<file path="config.mk">
export PLATFORM = sky130hd
export DESIGN_NAME = uart_rx_param
export DESIGN_NICKNAME = d
export VERILOG_FILES = /design/src/rtl/uart_rx_param.sv
export SDC_FILE = /design/constraint.sdc
export NUM_CORES = 1
export LEC_CHECK = 0
export CAP_MARGIN = 20
export CORE_MARGIN = 8
export CORE_UTILIZATION = 55
export CTS_CLUSTER_DIAMETER = 120
export DETAILED_ROUTE_END_ITERATION = 10
export PLACE_DENSITY_LB_ADDON = 0.08
export SYNTH_ARGS = -nofsm -noshare
export SYNTH_HDL_FRONTEND = slang
export SYNTH_SLANG_ARGS = --single-unit
</file>
<file path="constraint.sdc">
create_clock -name clk -period 2.1 [get_ports clk]
set_clock_uncertainty 0.05 [all_clocks]
set_input_delay 0.63 -clock clk [delete_from_list [all_inputs] [get_ports clk]]
set_output_delay 0.63 -clock clk [all_outputs]
set_load 0.02 [all_outputs]
</file>
<file path="src/rtl/uart_rx_param.sv">
`default_nettype none
// ============================================================================
//  Module   : uart_rx_param
//  Purpose  : Parametrised oversampling UART receiver. It uses a 3-sample
//             majority vote per bit, rejects false starts, and delivers each
//             word through a valid/ready handshake with parity, framing and
//             overrun flags.
//  Revision : 1.0 - initial release
// ============================================================================
module uart_rx_param #(
   parameter int DATA_BITS   = 8,
   parameter int OVERSAMPLE  = 16,
   parameter int PARITY      = 0,
   parameter int STOP_BITS   = 1,
   parameter int SYNC_STAGES = 2
) (
   input  logic                 clk,
   input  logic                 rst,
   input  logic                 baud_tick,
   input  logic                 rx,
   output logic [DATA_BITS-1:0] ext_data_out,
   output logic                 data_valid,
   input  logic                 data_ready,
   output logic                 parity_err,
   output logic                 frame_err,
   output logic                 overrun_err
);

   localparam int TW = $clog2(OVERSAMPLE);
   localparam int BW = $clog2(DATA_BITS + 1);

   // Sample points sit around mid-bit; the third one carries the vote.
   localparam logic [TW-1:0] c_SAMP_A    = TW'(OVERSAMPLE / 2 - 1);
   localparam logic [TW-1:0] c_SAMP_B    = TW'(OVERSAMPLE / 2);
   localparam logic [TW-1:0] c_SAMP_C    = TW'(OVERSAMPLE / 2 + 1);
   localparam logic [TW-1:0] c_TICK_LAST = TW'(OVERSAMPLE - 1);
   localparam logic [BW-1:0] c_NBITS     = BW'(DATA_BITS);
   localparam logic          c_LAST_STOP = 1'(STOP_BITS - 1);

   typedef enum logic [2:0] {
      S_IDLE   = 3'd0,
      S_START  = 3'd1,
      S_DATA   = 3'd2,
      S_PARITY = 3'd3,
      S_STOP   = 3'd4,
      S_BREAK  = 3'd5
   } state_t;

   state_t                 state_q;
   logic [SYNC_STAGES-1:0] sync_q;
   logic [TW-1:0]          tick_q;
   logic [BW-1:0]          bit_q;
   logic                   stop_q;
   logic [1:0]             samp_q;
   logic [DATA_BITS-1:0]   shift_q;
   logic                   perr_q;
   logic                   ferr_q;

   logic w_rxs;
   logic w_tick_a;
   logic w_tick_b;
   logic w_vote_pt;
   logic w_bit_end;
   logic w_vote;
   logic w_par_err;

   // Bring rx into the clk domain; flops reset to the idle (high) line level.
   always_ff @(posedge clk) begin
      if (rst) begin
         sync_q <= '1;
      end else begin
         sync_q <= {sync_q[SYNC_STAGES-2:0], rx};
      end
   end

   // Decode sample/vote/bit-end points and form the 2-of-3 majority.
   always_comb begin
      w_rxs     = sync_q[SYNC_STAGES-1];
      w_tick_a  = baud_tick && (tick_q == c_SAMP_A);
      w_tick_b  = baud_tick && (tick_q == c_SAMP_B);
      w_vote_pt = baud_tick && (tick_q == c_SAMP_C);
      w_bit_end = baud_tick && (tick_q == c_TICK_LAST);
      w_vote    = (samp_q[0] & samp_q[1]) | (samp_q[0] & w_rxs) | (samp_q[1] & w_rxs);
   end

   // Parity check against the already-assembled data word.
   generate
      if (PARITY == 0) begin : g_no_parity
         assign w_par_err = 1'b0;
      end else begin : g_parity
         assign w_par_err = (PARITY == 1) ? ~(^shift_q ^ w_vote) : (^shift_q ^ w_vote);
      end
   endgenerate

   // Frame FSM, bit timing, and the registered output/handshake stage.
   always_ff @(posedge clk) begin
      if (rst) begin
         state_q      <= S_IDLE;
         tick_q       <= '0;
         bit_q        <= '0;
         stop_q       <= 1'b0;
         samp_q       <= 2'b11;
         shift_q      <= '0;
         perr_q       <= 1'b0;
         ferr_q       <= 1'b0;
         ext_data_out <= '0;
         data_valid   <= 1'b0;
         parity_err   <= 1'b0;
         frame_err    <= 1'b0;
         overrun_err  <= 1'b0;
      end else begin
         // Consumer handshake; a completing frame below takes priority.
         if (data_valid && data_ready) begin
            data_valid <= 1'b0;
         end

         if (baud_tick && (state_q != S_IDLE) && (state_q != S_BREAK)) begin
            tick_q <= (tick_q == c_TICK_LAST) ? '0 : tick_q + TW'(1);
         end
         if (w_tick_a) samp_q[0] <= w_rxs;
         if (w_tick_b) samp_q[1] <= w_rxs;

         case (state_q)
            S_IDLE: begin
               if (baud_tick && !w_rxs) begin
                  state_q <= S_START;
                  tick_q  <= '0;
                  perr_q  <= 1'b0;
                  ferr_q  <= 1'b0;
               end
            end
            S_START: begin
               if (w_vote_pt && w_vote) begin
                  state_q <= S_IDLE;
               end else if (w_bit_end) begin
                  state_q <= S_DATA;
                  bit_q   <= '0;
               end
            end
            S_DATA: begin
               // LSB arrives first, so shifting right leaves it at bit 0.
               if (w_vote_pt) begin
                  shift_q <= {w_vote, shift_q[DATA_BITS-1:1]};
                  bit_q   <= bit_q + BW'(1);
               end
               if (w_bit_end && (bit_q == c_NBITS)) begin
                  state_q <= (PARITY != 0) ? S_PARITY : S_STOP;
                  stop_q  <= 1'b0;
               end
            end
            S_PARITY: begin
               if (w_vote_pt) begin
                  perr_q <= w_par_err;
               end
               if (w_bit_end) begin
                  state_q <= S_STOP;
                  stop_q  <= 1'b0;
               end
            end
            S_STOP: begin
               if (w_vote_pt) begin
                  if (stop_q == c_LAST_STOP) begin
                     // Finish at mid-stop so the next start edge is caught.
                     ext_data_out <= shift_q;
                     parity_err   <= perr_q;
                     frame_err    <= ferr_q | ~w_vote;
                     overrun_err  <= data_valid && !data_ready;
                     data_valid   <= 1'b1;
                     state_q      <= w_rxs ? S_IDLE : S_BREAK;
                  end else begin
                     ferr_q <= ferr_q | ~w_vote;
                  end
               end else if (w_bit_end) begin
                  stop_q <= 1'b1;
               end
            end
            S_BREAK: begin
               // Hold off start detection until the line has gone high again.
               if (w_rxs) begin
                  state_q <= S_IDLE;
               end
            end
            default: begin
               state_q <= S_IDLE;
            end
         endcase
      end
   end

endmodule
`default_nettype wire

</file>
; Yosys cells after proc, flatten, opt, wreduce, memory -nomap -nowiden
; Cells that the tools add are included.
[totals]
ff_bits = 38
input_bits = 5
output_inout_bits = 12
word_cells = 109
[op_classes]
addsub = 2
eq_ne = 25
n_mux = 33
bitwise_logic = 8
reduce_logical = 26
[ops]
columns = operator, n
row1 = two-way mux 4 bit, 7
row2 = two-way mux 3 bit, 9
row3 = inequality test 2 bit (second input constant), 13
row4 = one-hot mux 3 bit (6 select lines), 1
row5 = equality test 4 bit (second input constant), 4
row6 = two-way mux 1 bit, 12
row7 = logical AND 1 bit, 11
row8 = adder 4 x 1 -> 4 bit (second input constant), 2
row9 = one-hot mux 4 bit (2 select lines), 1
row10 = AND reduction 4 bit, 2
row11 = AND reduction 7 bit, 1
row12 = equality test 3 x 2 -> 1 bit (second input constant), 2
row13 = equality test 3 bit (second input constant), 2
row14 = inequality test 3 bit (second input constant), 2
row15 = AND reduction 3 bit, 2
row16 = nonzero test 2 bit, 3
row17 = nonzero test 3 bit, 2
row18 = AND reduction 5 bit, 1
row19 = equality test 4 x 3 -> 1 bit (second input constant), 1
row20 = one-hot mux 1 bit (2 select lines), 2
row21 = AND 1 bit, 3
row22 = equality test 3 x 1 -> 1 bit (second input constant), 1
row23 = logical NOT 3 bit, 1
row24 = OR 1 bit, 3
row25 = other kinds (4), 6

; Logic depth before layout (Yosys ltp)
; Gate-level depths: netlist of run 1.
[logic_depth]
word_depth = 8
depth_mapped = 7
mapped_depth_nobuf = 6

; Worst setup path before layout of run 1
; No wires, ideal clock.
[synth_path]
path_kind = input -> register
from = input port baud_tick
to = register bit_q[1]
setup_ns = 0.070
arrival_time_ns = 1.749
slack_ns = 0.231
path_stages = 5
n_path_buf = 1
cell_sequence = clkbuf_2 > and4b_2 > a22oi_2 > or4b_1 > a21oi_1
[synth_via]
elab_chain_len = 4
[synth_lines]
columns = item, line
row1 = from (decl), 19  ; input logic baud_tick,
row2 = logical AND 1 bit, 81  ; w_vote_pt = baud_tick && (tick_q == c_SAMP_C);
row3 = logical AND 1 bit, 133  ; if (w_vote_pt && w_vote) begin
row4 = inequality test 2 bit (no line), --
row5 = AND reduction 4 bit (no line) *, --
row6 = to (signal assigned), 144  ; bit_q <= bit_q + BW'(1);
row7 = to (decl), 52  ; logic [BW-1:0] bit_q;
; Every way passes the cells marked *; elsewhere a longest branch is shown, timed or not.
; A chain may end at the register's enable or synchronous reset.

; Worst setup path in the final report of run 1
[layout_path]
from = register frame_err
to = output port frame_err
[layout_lines]
columns = item, line
row1 = from (decl), 25  ; output logic frame_err,
row2 = from (signal assigned), 166  ; frame_err <= ferr_q | ~w_vote;
; No word-level cell between the ends.

==> results of run 1 <==
==> power groups by stage <==
stage | clock network, mW | registers [mW] | logic, mW
2_1_floorplan | 0 | 0.708 | 0.0565
3_3_place_gp | 0 | 0.716 | 0.0725
3_5_place_dp | 0 | 0.717 | 0.0757
4_1_cts | 0.485 | 0.701 | 0.0768
5_1_grt | 0.521 | 0.702 | 0.0850
6_report | 0.484 | 0.701 | 0.0774
==> logic make-up after synthesis <==
logic type	after synthesis	share of synthesized area
buf+inv	20	0.0594
mux	9	0.0535
other cells	1	0.00223
flops	36	0.428
xor+xnor	2	0.0104
compound gates	47	0.177
fa+ha+maj	6	0.0431
simple gates	71	0.227
==> state kept, by name, indices dropped and copies added, names as in the netlist <==
name          count
samp_q            2
bit_q             4
ferr_q            1
data_valid        1
shift_q           8
overrun_err       1
state_q           3
frame_err         1
ext_data_out      8
stop_q            1
tick_q            4
sync_q            2
==> per-stage QoR <==
step / cell area (µm²) / cells / worst slack, ns / util
6_report: 2010 / 253 / 0.0753 / 0.675
5_1_grt: 2010 / 253 / 0.0272 / 0.675
4_1_cts: 2010 / 253 / 0.0620 / 0.675
3_5_place_dp: 1930 / 245 / -0.266 / 0.650
3_3_place_gp: 1930 / 245 / -0.175 / 0.650
2_1_floorplan: 1690 / 192 / 0.231 / -
==> final cells by class <==
type | count | area, µm²
clock buffer | 6 | 41.3
clock inverter | 2 | 35.0
fill | 225 | 967
inverter | 8 | 30.0
multi-input combinational | 136 | 865
sequential | 36 | 721
tap | 33 | 41.3
timing repair buffer | 32 | 278
==> path summary, 6_finish.rpt <==
| check | endpoint | slack (ns) | cells past startpoint |
|---|---|---|---|
| worst max-delay path | frame_err | 0.08 | 1 |
| worst min-delay path | sync_q[1] | 0.37 | 1 |
| worst max register to register | bit_q[1] | 0.23 | 5 |
| worst min register to register | sync_q[1] | 0.37 | 1 |
==> per-layer routing <==
metal | vias up | global-route usage | wire (µm)
met5 | - | 0 | 0
met4 | 0 | 0.0924 | 97
met1 | 669 | 0.185 | 1700
li1 | 725 | - | -
met3 | 13 | 0.0460 | 278
met2 | 56 | 0.243 | 1730
==> placed cells by master, fill, tap and decap left out, drive strengths merged, types with 3 or more instances in the layout <==
cell           Yosys  layout
clkbuf             5       6
a21oi             19      19
clkdlybuf4s50      0      15
or2                4       4
o21ai              8       8
mux2i              9       9
dfxtp             36      36
buf                7      17
o311ai             3       3
nand4b             3       3
nor2b              4       4
nor2              14      14
o22ai              4       4
or3b               3       3
ha                 5       5
o211ai             3       3
inv                8       8
nand2             24      24
nand2b             4       4
==> results.toml, run 1 <==
[outcome]
status = "completed"

[floorplan]
ios = 17
num_rows = 20
dieWidth_um = 71.4
core-area_um2 = 2980
start_util = 0.566
dieArea_um2 = 5090
fp.dieH_um = 71.4

[grt]
grt_usage = 0.156
grt_remaining_overflow = 0
grt_pass1_wl_mm = 6.39
antenna_found_initial = 0
grt_max_degree = 20
grt_pass1_vias = 1449

[pwr]
p_seq_frac = 0.555
leakagePower_nw = 0.839
power.density_nw_per_um2 = 628
pwr-share-clk = 0.383
intPower_uw = 972
pwr-share-comb = 0.061
swShare = 0.230
p_switching_uw = 290
ir_drop_uv = 467
power_mw = 1.26

[detailed_routing]
vias = 1463
drc = 0
drt_pass1_iterations = 4
drt_iter0_drc = 133
ant_nets = 0
wire_per_inst_um = 15.0
wirelength_mm = 3.80
viasPerCell = 5.78

[timing]
worst_pin_slew_ns = 0.587
maxSlewViolCount = 0
finalSetupTns_ns = 0
fin_crit_sh = 0.964
rsz0062_at_grt = "no"
finalSetupViolations = 0
fmax_mhz = 494
hold_viol_final = 0
hold_slack_ns = 0.372
min_period_ns = 2.02
relSlewSlack = 0.608

[worst_setup_path]
slowest_stage = "clkdlybuf4s50_1"
crit_path_cell_trace = "clkdlybuf4s50_1"
r2r-start = "tick_q[0]"
cp_data_required_time_ns = 1.42
critPathMaxFanout = 2
critPathBufInv = 1
crit_family = "buffers and inverters"
crit_path_end_kind = "primary output"
crit_path_start_kind = "register"
crit_start = "frame_err"
worstPathArrival_ns = 1.34
criticalPathCategory = "reg -> out"
slowest_delay_ns = 0.62

[yosys]
synth_seq_cells = 36
syn_area_per_cell_um2 = 8.78
synth_ff_type = "dfxtp_1"
netlist-cell-type-count = 47
yosysMostFrequentCell = "dfxtp_1"
synth_edf_count = 0
synth_top_cell_area_share = 0.428
ys.warnings.count = 0
seq_area_frac_synth = 0.428
synth_area_leader_cell = "dfxtp_1"
synth_area_leaders = "dfxtp_1 43%, a21oi_1 5.6%, mux2i_1 5.3%"
netlist_area_um2 = 1690
postSynthCellCount = 192
async_reset_ff_frac = 0
synth_common_cells = "36 x dfxtp_1, 24 x nand2_1, 19 x a21oi_1"
syn_nets = 202

[cts]
insertion_delay_ns = 0.35
ctsHoldBuffers = 0
htreeDepth = 2
clock_path_buffers = 2
cts_root_buffer = "clkbuf_4"
cts_buffers = 5
cts_tree = "built"
postCtsSetupRepairBufs = 0
cts_sinks = 36
ctsResizeCount = 0
clkTransAtPathRegs_ns = 0.11

[placed_design]
routabilityCongestion = 0.908
io_buffer_count = 15
hpwl_mm = 2.81

[min_path]
hold_class = "reg -> reg"
hold_start = "sync_q[0]"

[finish]
fin_nets = 229
insertedDiodeCount = 0
drive_gt1_frac = 0.155
syn_to_final_growth_pct = 19.3

[job]
maxCapViolations = 0
(Power assumes the default switching activity.)
==> run 2: changes to the inputs <==
--- a/config.mk
+++ b/config.mk
@@ -6,11 +6,14 @@
 export NUM_CORES = 1
 export LEC_CHECK = 0
 export CAP_MARGIN = 20
+export CORE_ASPECT_RATIO = 0.9
 export CORE_MARGIN = 8
 export CORE_UTILIZATION = 55
 export CTS_CLUSTER_DIAMETER = 120
 export DETAILED_ROUTE_END_ITERATION = 10
+export HOLD_SLACK_MARGIN = 0.03
 export PLACE_DENSITY_LB_ADDON = 0.08
+export SLEW_MARGIN = 20
 export SYNTH_ARGS = -nofsm -noshare
 export SYNTH_HDL_FRONTEND = slang
 export SYNTH_SLANG_ARGS = --single-unit
==> run 2 against run 1 <==
Against the previous run: utilization shrank 0.14 points; clock-buffer cell count rose by 1; highest routed layer unchanged; critical endpoint is now ext_data_out[7]; first-iteration DRC count shrank 30%; largest power group unchanged; hold slack better by 0.0038 ns; combinational power decreased by 5.4%.
==> results.toml, run 2 (synthesis results as in run 1) <==
[outcome]
status = "completed"

[floorplan]
dieWidth_um = 74.4
ios = 17
num_rows = 19
start_util = 0.563
fp.dieH_um = 68.5
core-area_um2 = 3000
dieArea_um2 = 5090

[timing]
maxSlewViolCount = 0
fin_ws_ns = 0.110
hold_viol_final = 0
fin_crit_sh = 0.947
finalSetupViolations = 0
relSlewSlack = 0.606
min_period_ns = 1.99
fmax_mhz = 503
rsz0062_at_grt = "no"
hold_slack_ns = 0.375
worst_pin_slew_ns = 0.590

[worst_setup_path]
criticalPathCategory = "reg -> out"
crit_path_cell_trace = "clkdlybuf4s50_1"
slowest_delay_ns = 0.61
cp_data_required_time_ns = 1.42
r2r-start = "tick_q[0]"
critPathMaxFanout = 2
crit_path_start_kind = "register"
rr_worst_depth = 5
worstPathArrival_ns = 1.31
crit_start = "ext_data_out[7]"
slowest_stage = "clkdlybuf4s50_1"
crit_family = "buffers and inverters"
r2r-end = "bit_q[1]"
crit_path_end_kind = "primary output"
critPathBufInv = 1
r2r_setup_slack_ns = 0.23

[grt]
grt_remaining_overflow = 0
antenna_found_initial = 0
grt_usage = 0.155
grt_max_degree = 20
grt_pass1_vias = 1423
grt_pass1_wl_mm = 6.18

[cts]
cts_buffers = 5
insertion_delay_ns = 0.34
clkTransAtPathRegs_ns = 0.11
ctsResizeCount = 0
cts_sinks = 36
cts_root_buffer = "clkbuf_4"
htreeDepth = 2
cts_tree = "built"
postCtsSetupRepairBufs = 0
ctsHoldBuffers = 0
clock_path_buffers = 2

[finish]
final_common_cell = "dfxtp_1"
fin_util = 0.674
drive_gt1_frac = 0.147
largestRegisters = "ext_data_out x8, shift_q x8"
fin_nets = 226
syn_to_final_growth_pct = 19.7
final_cell_mix = "36 x dfxtp_1, 24 x nand2_1, 19 x a21oi_1"
insertedDiodeCount = 0

[job]
maxCapViolations = 0

[pwr]
power.density_nw_per_um2 = 653
ir_drop_uv = 582
leakagePower_nw = 0.835

[placed_design]
place_ws_ns = -0.225
io_buffer_count = 15
hpwl_mm = 2.60
routabilityCongestion = 0.938

[min_path]
hold_path_end = "sync_q[1]"
hold_start = "sync_q[0]"
hold_class = "reg -> reg"
min_path_cells = 1

[detailed_routing]
wire_per_inst_um = 13.5
ant_nets = 0
vias = 1437
drt_pass1_iterations = 4
wirelength_mm = 3.51
drc = 0
drt_iter0_drc = 93
met1Wirelength_mm = 1.65
viasPerCell = 5.55
met2_length_mm = 1.61
top_layer = "met4"
met3_length_um = 181
## run 2: metal layers
| layer | vias to the layer above | GRT usage |
|---|---|---|
| li1 | 725 | - |
| met3 | 9 | 0.0462 |
| met5 | - | 0 |
| met1 | 669 | 0.189 |
| met4 | 0 | 0.0805 |
| met2 | 34 | 0.245 |
## run 2: stage by stage
stage                     setup TNS (ns)  power [mW]  area (µm²)  cells
final                                  0        1.32        2020    259
after global routing                   0        1.37        2020    259
after CTS                              0        1.33        2020    259
after detailed placement           -2.86       0.789        1920    251
after global placement             -1.62       0.786        1920    251
after floorplan                        0       0.764        1690    192
## run 2: where the power goes
group | leakage, nW | switching, mW | total (mW) | internal (mW)
Clock | 0.0515 | 0.227 | 0.543 | 0.316
Sequential | 0.291 | 0.0127 | 0.701 | 0.689
Combinational | 0.493 | 0.0401 | 0.0732 | 0.0331
## run 2: layout make-up
type / count / area, µm²
multi-input cells: 136 / 865
fillers: 276 / 977
clock inverters: 1 / 30.0
repair buffers: 29 / 255
flip-flops and latches: 36 / 721
inverters: 8 / 30.0
well taps: 42 / 52.6
clock buffers: 7 / 65.1
## run 2: worst max-delay path by stage
stage,end,depth (start not counted),slack [ns]
floorplan,bit_q[1],5,0.23
global placement,bit_q[1],5,-0.15
detailed placement,bit_q[1],5,-0.22
CTS,ext_data_out[7],1,0.10
global route,ext_data_out[6],1,0.05
finish,ext_data_out[7],1,0.11
## run 2: worst reg2reg max path, cell delays in order, from the launching register on
cell and delay (ns):
dfxtp_1 0.43, ha_1 0.30, and4_4 0.26, a22oi_2 0.10, or4b_1 0.51, a21oi_1 0.16
==> run 3: changes to the inputs <==
--- a/config.mk
+++ b/config.mk
@@ -10,9 +10,10 @@
 export CORE_MARGIN = 8
 export CORE_UTILIZATION = 55
 export CTS_CLUSTER_DIAMETER = 120
+export CTS_CLUSTER_SIZE = 14
 export DETAILED_ROUTE_END_ITERATION = 10
 export HOLD_SLACK_MARGIN = 0.03
-export PLACE_DENSITY_LB_ADDON = 0.08
+export PLACE_DENSITY_LB_ADDON = 0.15
 export SLEW_MARGIN = 20
 export SYNTH_ARGS = -nofsm -noshare
 export SYNTH_HDL_FRONTEND = slang
==> run 3 against run 2 <==
Against the previous run: via count decreased by 0.42%; worst setup slack improved by 0.0018 ns; global-route usage up 0.16 points; first-iteration DRC count increased by 16%; critical path depth did not move; flip-flop and latch count is the same; wire length increased by 4.7%; total power shrank 15%; non-clock buffer count rose by 1; largest power group unchanged.
==> results.toml, run 3 (synthesis results as in run 1) <==
[finish]
fill_cells = 282
final_cell_mix = "36 x dfxtp_1, 24 x nand2_1, 19 x a21oi_1"
fin_nets = 227
largestRegisters = "ext_data_out x8, shift_q x8"
final_common_cell = "dfxtp_1"
instances_no_fill = 259
insertedDiodeCount = 0
syn_to_final_growth_pct = 17.3
fin_util = 0.660
drive_gt1_frac = 0.143
final_area_um2 = 1980

[grt]
grt_remaining_overflow = 0
grt_usage = 0.157
grt_pass1_vias = 1332
grt_max_degree = 20
grt_pass1_wl_mm = 6.19
antenna_found_initial = 0

[timing]
finalSetupViolations = 0
maxSlewViolCount = 0
min_period_ns = 1.99
rsz0062_at_grt = "no"
fmax_mhz = 503
hold_viol_final = 0
worst_pin_slew_ns = 0.567
relSlewSlack = 0.621
fin_crit_sh = 0.947

[floorplan]
ios = 17
dieWidth_um = 74.4
num_rows = 19
start_util = 0.563
dieArea_um2 = 5090
fp.dieH_um = 68.5
core-area_um2 = 3000

[min_path]
hold_class = "reg -> reg"

[worst_setup_path]
crit_path_cell_trace = "clkdlybuf4s50_1"
cp_data_required_time_ns = 1.42
crit_path_end_kind = "primary output"
critPathMaxFanout = 2
critPathBufInv = 1
criticalPathCategory = "reg -> out"
slowest_delay_ns = 0.62
slowest_stage = "clkdlybuf4s50_1"
worstPathArrival_ns = 1.31
crit_path_start_kind = "register"
crit_family = "buffers and inverters"

[placed_design]
place_area_um2 = 1930
routabilityCongestion = 0.924
dp.cells = 252
hpwl_mm = 2.72
io_buffer_count = 15

[cts]
cts_tree = "built"
cts_buffers = 5
ctsHoldBuffers = 0
clkTransAtPathRegs_ns = 0.10
htreeDepth = 2
insertion_delay_ns = 0.34
cts_sinks = 36
postCtsSetupRepairBufs = 0
clock_path_buffers = 2
cts_root_buffer = "clkbuf_4"
ctsResizeCount = 0

[detailed_routing]
drt_iter0_drc = 108
drc = 0
wire_per_inst_um = 14.2
vias = 1431
wirelength_mm = 3.67
viasPerCell = 5.53
drt_pass1_iterations = 4
ant_nets = 0

[pwr]
power_mw = 1.12
power.density_nw_per_um2 = 567
ir_drop_uv = 464
leakagePower_nw = 0.813

[job]
maxCapViolations = 0

[outcome]
status = "completed"
## run 3: metal layers
layer  track usage  routed length [µm]  vias up
met5             0                   0        -
li1              -                   -      719
met1         0.202                1630      669
met3        0.0477                 253        4
met4        0.0585                  38        0
met2         0.243                1750       39
## run 3: area by class of cell
class	instances	area [µm²]	area share
clock inverter	1	5.00	0.00253
timing repair buffer	30	263	0.133
tap	42	52.6	0.0266
sequential	36	721	0.365
clock buffer	6	41.3	0.0209
multi-input combinational	136	865	0.437
inverter	8	30.0	0.0152
## run 3: power breakdown
part | internal, mW | switching, mW | total (mW)
Sequential | 0.688 | 0.0129 | 0.701
Combinational | 0.0345 | 0.0410 | 0.0755
Clock | 0.123 | 0.220 | 0.344
## run 3: through the flow
stage,setup slack [ns],hold slack (ns),TNS [ns]
after floorplan,0.231,0.339,0
after global placement,-0.158,0.344,-1.80
after detailed placement,-0.200,0.352,-2.38
after CTS,0.0806,0.377,0
after global routing,0.0473,0.390,0
final,0.112,0.371,0
## run 3: worst paths after layout
path / depth (start not counted) / end / startpoint / slack (ns)
worst max-delay path: 1 / frame_err / frame_err / 0.11
worst min-delay path: 1 / sync_q[1] / sync_q[0] / 0.37
worst max register to register: 5 / bit_q[1] / tick_q[0] / 0.21
worst min register to register: 1 / sync_q[1] / sync_q[0] / 0.37
